`config.mk`:
```
export PLATFORM = sky130hd
export DESIGN_NAME = cpuc_const_bank
export DESIGN_NICKNAME = d
export VERILOG_FILES = /design/src/rtl/cpuc_package.sv /design/src/rtl/cpuc_byte_assembler.sv /design/src/rtl/cpuc_const_bank.sv
export SDC_FILE = /design/constraint.sdc
export NUM_CORES = 1
export LEC_CHECK = 0
export BUFFER_PORTS_ARGS = -buffer_cell sky130_fd_sc_hd__clkbuf_2
export CAP_MARGIN = 15
export CORE_MARGIN = 2
export CORE_UTILIZATION = 47
export CTS_CLUSTER_DIAMETER = 200
export DETAILED_ROUTE_END_ITERATION = 6
export GPL_ROUTABILITY_DRIVEN = 0
export PLACE_DENSITY = 0.81
export SLEW_MARGIN = 20
export SYNTH_ARGS = -nofsm -noshare
export SYNTH_HDL_FRONTEND = slang
export SYNTH_SLANG_ARGS = --single-unit
```
`constraint.sdc`:
```
create_clock -name Clk -period 1.7 [get_ports Clk]
set_input_delay 0.34 -clock Clk [delete_from_list [all_inputs] [get_ports Clk]]
set_output_delay 0.34 -clock Clk [all_outputs]
set_load 0.1 [all_outputs]
```
`src/rtl/cpuc_package.sv`:
```
// Shared parameters, reset defaults and state encoding for the CPUC constant bank.
package cpuc_package;
  localparam int DATA_WIDTH = 32;
  localparam int NUM_CONST  = 4;
  localparam int BYTES      = DATA_WIDTH / 8;
  localparam int CNT_W      = (BYTES > 1) ? $clog2(BYTES) : 1;

  localparam int CONST_RST [NUM_CONST] = '{1, 2, 3, 4};

  typedef enum logic [1:0] {
    CB_IDLE,
    CB_COLLECT,
    CB_COMMIT
  } t_cbank_state;
endpackage

```
`src/rtl/cpuc_byte_assembler.sv`:
```
// Lane counter plus byte buffer; gathers LSB-first bytes into one word.
module cpuc_byte_assembler
  import cpuc_package::*;
(
  input  logic                  Clk,
  input  logic                  RstN,
  input  logic                  clr,
  input  logic                  take,
  input  logic [7:0]            din,
  output logic                  last,
  output logic [DATA_WIDTH-1:0] word
);
  logic [CNT_W-1:0]     cnt;
  logic [BYTES-1:0][7:0] lane_q;

  assign last = (cnt == CNT_W'(BYTES - 1));
  assign word = lane_q;

  // cnt wraps to 0 on the final byte so the next word starts at lane 0
  always_ff @(posedge Clk or negedge RstN) begin
    if (!RstN)      cnt <= '0;
    else if (clr)   cnt <= '0;
    else if (take)  cnt <= last ? '0 : cnt + 1'b1;
  end

  // Lanes are not cleared; every lane is rewritten before a commit reads them.
  always_ff @(posedge Clk) begin
    if (take) lane_q[cnt] <= din;
  end
endmodule

```
`src/rtl/cpuc_const_bank.sv`:
```
// Writable constant bank: byte-serial writes assembled and committed atomically.
module cpuc_const_bank
  import cpuc_package::*;
(
  input  logic                  Clk,
  input  logic                  RstN,
  input  logic                  wr_valid,
  output logic                  wr_ready,
  input  logic [1:0]            wr_sel,
  input  logic [7:0]            wr_byte,
  input  logic                  wr_abort,
  input  logic                  restore,
  output logic                  wr_done,
  output logic [DATA_WIDTH-1:0] const0,
  output logic [DATA_WIDTH-1:0] const1,
  output logic [DATA_WIDTH-1:0] const2,
  output logic [DATA_WIDTH-1:0] const3
);
  t_cbank_state          state;
  logic [1:0]            sel_q;
  logic [DATA_WIDTH-1:0] cbank_q [NUM_CONST];
  logic [DATA_WIDTH-1:0] word;
  logic                  acc, take, clr, last, commit;

  assign wr_ready = (state != CB_COMMIT);
  assign acc      = wr_valid && wr_ready;
  // a byte handshaken alongside abort or restore is dropped
  assign take     = acc && !wr_abort && !restore;
  assign commit   = (state == CB_COMMIT) && !restore;
  assign clr      = restore || wr_abort || (state == CB_COMMIT);

  cpuc_byte_assembler u_asm (
    .Clk  (Clk),
    .RstN (RstN),
    .clr  (clr),
    .take (take),
    .din  (wr_byte),
    .last (last),
    .word (word)
  );

  always_ff @(posedge Clk or negedge RstN) begin
    if (!RstN) begin
      state   <= CB_IDLE;
      sel_q   <= '0;
      wr_done <= 1'b0;
    end else begin
      wr_done <= commit;
      if (restore) begin
        state <= CB_IDLE;
      end else begin
        case (state)
          CB_IDLE: if (take) begin
            sel_q <= wr_sel;
            state <= (BYTES == 1) ? CB_COMMIT : CB_COLLECT;
          end
          CB_COLLECT: begin
            if (wr_abort)          state <= CB_IDLE;
            else if (take && last) state <= CB_COMMIT;
          end
          CB_COMMIT: state <= CB_IDLE;
          default:   state <= CB_IDLE;
        endcase
      end
    end
  end

  for (genvar i = 0; i < NUM_CONST; i++) begin : g_const
    always_ff @(posedge Clk or negedge RstN) begin
      if (!RstN)                          cbank_q[i] <= DATA_WIDTH'(CONST_RST[i]);
      else if (restore)                   cbank_q[i] <= DATA_WIDTH'(CONST_RST[i]);
      else if (commit && sel_q == 2'(i))  cbank_q[i] <= word;
    end
  end

  assign const0 = cbank_q[0];
  assign const1 = cbank_q[1];
  assign const2 = cbank_q[2];
  assign const3 = cbank_q[3];
endmodule
```
**Word level (Yosys, flattened, before mapping)**

Cells that the tools add are included.

- Add/sub/neg operators: 1
- $mul: 0
- Divide/modulo/power cells: 0
- $lt $le $gt $ge: 2
- Equality and inequality tests: 9
- Shift-type cells: 0
- Multiplexer cells: 19
- Bitwise operators: 1
- Reduce and logical (&&, ||, !) cells: 23

Operators with widths:

| operator | number |
|---|---|
| two-way mux 32 bit | 8 |
| bitwise mux 32 bit | 1 |
| demux 8 bit (select 2 bit) | 1 |
| two-way mux 2 bit | 7 |
| logical AND 1 bit | 10 |
| nonzero test 2 bit | 5 |
| equality test 2 bit (second input constant) | 4 |
| two-way mux 8 bit | 1 |
| equality test 2 x 1 -> 1 bit (second input constant) | 2 |
| zero test 2 bit | 2 |
| inequality test 4 bit (second input constant) | 1 |
| case mux 2 bit (2 select lines) | 1 |
| < comparator 2 x 3 -> 1 bit (second input constant) | 1 |
| inequality test 3 bit (second input constant) | 1 |
| AND reduction 3 bit | 1 |
| adder 2 x 1 -> 2 bit (second input constant) | 1 |
| greater-or-equal comparator 2 x 1 -> 1 bit (second input constant) | 1 |
| zero test 1 bit | 2 |
| logical OR 1 bit | 2 |
| inequality test 2 bit (second input constant) | 1 |
| AND reduction 2 bit | 1 |
| NOT 1 bit | 1 |

- Flip-flop bits (word level): 167
- Bits in latches: 0
- Memory bits (writable): 0
- Bits in read-only memories: 0
- Input port bits: 15
- Output and inout bits: 130
- Word-level logic and storage cells: 67
- Memories kept: 0

**Longest topological paths before layout**

- Depth in word-level cells: 9
- Gate-level depth with buffers: 6
- Depth with buffers taken out: 4

**Modules after synthesis**

From an unflattened synthesis, not the netlist that was laid out.

- Cells, all modules: 632
- Area, all modules: 6522.5 um2

By module, submodules not included:

| module | instances | cells an instance | area an instance (um2) | sequential area each (um2) |
|---|---|---|---|---|
| cpuc_const_bank | 1 | 584 | 5392.7 | 3334.4 |
| cpuc_byte_assembler | 1 | 48 | 1129.8 | 1011.0 |

**Worst setup path before layout**

No wires, ideal clock.

- Path type: reg2reg
- Start: reg state[0]
- End: reg u_asm.lane_q, in the netlist u_asm.word[16], enable pin
- Setup time: 332 ps
- Data arrival time: 1938 ps
- Required time: 1368 ps
- Slack: -570 ps
- Cell stages (with the launch flop): 5
- Buffers on the path: 1
- Clock period less this slack: 2270 ps
- Cell sequence: dfrtp_1 > buf_2 > nand2b_1 > and2_1 > and3_1

- Word-level cells in the longest chain between the ends: 4

Ends and longest elaborated chain:

| what | line | source |
|---|---|---|
| from (decl) | cpuc_const_bank.sv:19 | `t_cbank_state state;` |
| from (signal assigned) | cpuc_const_bank.sv:55 | `state <= (BYTES == 1) ? CB_COMMIT : CB_COLLECT;` |
| inequality test 2 bit | cpuc_const_bank.sv:25 | `assign wr_ready = (state != CB_COMMIT);` |
| net wr_ready | cpuc_const_bank.sv:8 | `output logic wr_ready,` |
| logical AND 1 bit | cpuc_const_bank.sv:26 | `assign acc = wr_valid && wr_ready;` |
| logical AND 1 bit (2 in series) | cpuc_const_bank.sv:28 | `assign take = acc && !wr_abort && !restore;` |
| to (signal, indexed assignment) | cpuc_byte_assembler.sv:28 | `if (take) lane_q[cnt] <= din;` |
| to (decl) | cpuc_byte_assembler.sv:14 | `logic [BYTES-1:0][7:0] lane_q;` |

The timed path passes the listed nets, and every way through them passes these cells.
A chain may end at the register's enable or synchronous reset.

**Worst setup path in the final report**

- Start: reg cbank_q, in the netlist const0[19]
- End: out const0[19]

RTL lines:

| what | line | source |
|---|---|---|
| from (decl) | cpuc_const_bank.sv:21 | `logic [DATA_WIDTH-1:0] cbank_q [NUM_CONST];` |
| from (signal, indexed assignment) | cpuc_const_bank.sv:70 | `if (!RstN) cbank_q[i] <= DATA_WIDTH'(CONST_RST[i]);` |
| from (signal, indexed assignment) | cpuc_const_bank.sv:71 | `else if (restore) cbank_q[i] <= DATA_WIDTH'(CONST_RST[i]);` |
| from (signal, indexed assignment) | cpuc_const_bank.sv:72 | `else if (commit && sel_q == 2'(i)) cbank_q[i] <= word;` |
| to (decl) | cpuc_const_bank.sv:14 | `output logic [DATA_WIDTH-1:0] const0,` |

No word-level cell between the ends.

==> flow_summary.yaml <==
synth:
  synthAdderAreaFrac: 0.00771
  synth-compound-area-share: 0.0987
  synth-seq-cells: 167
  synth_cells: 632
  synthMuxAreaShare: 0.00655
  synth_nets: 651
  synth-simple-area-share: 0.178
  ys_seq_area_frac: 0.670
  synth_xor_area_frac: 0
  synth_top_family_by_area: "simple AND/OR/NAND/NOR gates"
  syn_area_um2: 6490
  synth-main-ff-cell: "dfrtp_1"
  avgSynthCellArea_um2: 10.3
  synth-edff-count: 32
  yosysWarnings: 0
  synthArstFlopShare: 0.808
  synth_cell_type_count: 28
detailed_routing:
  vias: 5144
  drcViolationCount: 0
  viasPerCell: 5.35
  ant_nets: 0
  drt-initial-drc-count: 535
  wl_mm: 17.4
  firstDrtPassIters: 5
  routedWlPerCell_um: 18.1
worst_setup_path:
  path_cells: "clkbuf_2"
  cp_slowest_cell: "clkbuf_2"
  regToRegEndpoint: "const0[31]$_DFFE_PN0P_"
  r2r_slack_ns: 0.10
  worstPathArrival_ns: 1.28
  path_delay_family: "buffers and inverters"
  cp_slowest_stage_delay_ns: 0.48
  cp-start-kind: "flop"
  reg2reg_depth: 3
  worst-path-buf-inv: 1
  cp-end-kind: "output port"
  worstSetupPathType: "reg -> out"
  cp_max_fo: 2
  worstPathRequired_ns: 1.36
  rr_startpoint: "sel_q[0]$_DFFE_PN0P_"
outcome:
  status: "complete, no violations"
layout:
  stdcell_count: 962
  drive_gt1_frac: 0.272
  syn_to_final_growth_pct: 25.1
  final_nets: 792
  layout_common_cells: "247 x nand2_1, 136 x clkbuf_2, 129 x dfrtp_1, 127 x a21oi_1, 32 x edfxtp_1"
  layout_commonest_cell: "nand2_1"
  num_antenna_cells: 0
floorplan:
  ios: 145
  die_area_um2: 14800
  die_height_um: 122
  fp.dieW_um: 122
  core-area_um2: 13300
  num_rows: 42
  start_util: 0.486
hold_path:
  min_from: "wr_abort"
  hold_depth: 2
  hold_end: "state[0]$_DFFE_PN0P_"
  min-delay-path-class: "in -> reg"
global_routing:
  met1_usage: 0.348
  grt_pass1_vias: 5014
  grt_use_met2: 0.379
  grt_antenna_before_repair: 0
  grtUsageMet3: 0.0634
  grt_pass1_wl_mm: 27.5
  grt_max_degree: 100
  grt.overflow.total: 0
  grtUsageTotal: 0.248
  gr-max-usage-layer: "met2"
clocking:
  ctsRootBufferMaster: "clkbuf_16"
  cts.clk_slew.worst_paths_ns: 0.07
  cts_htree_levels: 4
  cts_tree: "built"
  clk_latency_ns: 0.41
  cts_buffers: 17
  clockBufferDepth: 2
  cts_sinks: 167
place:
  placedCellCount: 928
  dp_hpwl_mm: 11.7
  io_buffers: 144
sta:
  finalSetupTns_ns: 0
  finalHoldViolCount: 0
  slew_headroom: 0.626
  worst_slew_pin_slew_ns: 0.563
  period_share: 0.954
  finClkSkew_ns: 0.0104
  timing.fmax_mhz: 617
  final.min_clock_period_ns: 1.62
  rsz0062_at_grt: "false"
  final_max_slew_viol_count: 0
  setup_violations: 0
pwr:
  power.leakage_nw: 3.63
  peakVddDrop_mv: 0.639
  finalPower_mw: 8.53
  powerDensity_nw_per_um2: 1050
job:
  maxCapViolations: 0
-- per-stage QoR --
| step | worst slack, ns | utilization | hold slack (ns) | cell area (um2) |
|---|---|---|---|---|
| finish | 0.0786 | 0.608 | 0.148 | 8120 |
| global route | 0.0182 | 0.608 | 0.132 | 8120 |
| CTS | 0.0271 | 0.607 | 0.127 | 8110 |
| detailed placement | 0.104 | 0.559 | 0.210 | 7460 |
| global placement | 0.136 | 0.559 | 0.210 | 7460 |
| floorplan | 0.0639 | - | 0.0444 | 6500 |
-- worst max-delay path by stage --
stage	start	end	slack, ns	cells past startpoint
2_1_floorplan	state[0]$_DFFE_PN0P_	u_asm.word[16]$_DFFE_PP_	0.06	4
3_3_place_gp	state[0]$_DFFE_PN0P_	const2[7]$_DFFE_PN0P_	0.14	5
3_5_place_dp	state[0]$_DFFE_PN0P_	const2[26]$_DFFE_PN0P_	0.10	5
4_1_cts	state[1]$_DFFE_PN0P_	wr_ready	0.03	3
5_1_grt	state[0]$_DFFE_PN0P_	const2[4]$_DFFE_PN0P_	0.02	5
6_report	const0[19]$_DFFE_PN0P_	const0[19]	0.08	1
-- power by group --
group | total, mW | leakage [nW] | internal, mW | switching (mW)
Clock | 4.14 | 0.303 | 2.59 | 1.55
Sequential | 4.14 | 2.15 | 4.10 | 0.0333
Combinational | 0.250 | 1.17 | 0.0761 | 0.174
Total | 8.53 | 3.63 | 6.77 | 1.76
-- registers in the layout, indices dropped and copies added (netlist names) --
name,flops
const0,32
const1,32
const2,32
const3,32
u_asm.word,32
sel_q,2
state,2
u_asm.cnt,2
wr_done,1
-- metal layers --
layer / wire (um) / vias up / share of wire
li1: - / 2363 / -
met1: 7360 / 2530 / 0.42
met2: 8320 / 226 / 0.48
met3: 1390 / 25 / 0.080
met4: 319 / 0 / 0.018
met5: 0 / - / 0
-- final cells by class --
class                           count  area, um2
Inverter                            2       7.51
Sequential cell                   167       4350
Multi-Input combinational cell    415       1920
Tap cell                          176        220
Timing Repair Buffer              170        996
Clock inverter                     14        204
Fill cell                        1098       5230
Clock buffer                       18        429
-- logic make-up (layout without fill, tap and decap cells) --
logic type | after synthesis | in the layout
buf+inv | 50 | 204
fa+ha+maj | 4 | 4
mux | 4 | 4
flops | 167 | 167
compound gates | 128 | 128
simple gates | 279 | 279
-- cells in the mapped netlist, drive strengths merged, types with 3 or more instances --
cell       n  share of area
a21oi    127          0.098
and3       4         0.0039
buf       24          0.024
clkbuf    24          0.014
dfrtp    130           0.50
dfstp      5          0.020
edfxtp    32           0.15
ha         4         0.0077
nand2    247           0.14
nand4bb    3         0.0052
nor2       8         0.0046
nor3       6         0.0046
-- what timing repair did --
action,CTS,global route
setup buffers,0,1
endpoints found under the hold margin,19,0
hold buffers,1,0
gates resized for setup,1,1
setup endpoints to repair,1,22
No activity file was read; power rests on OpenSTA's default activity.
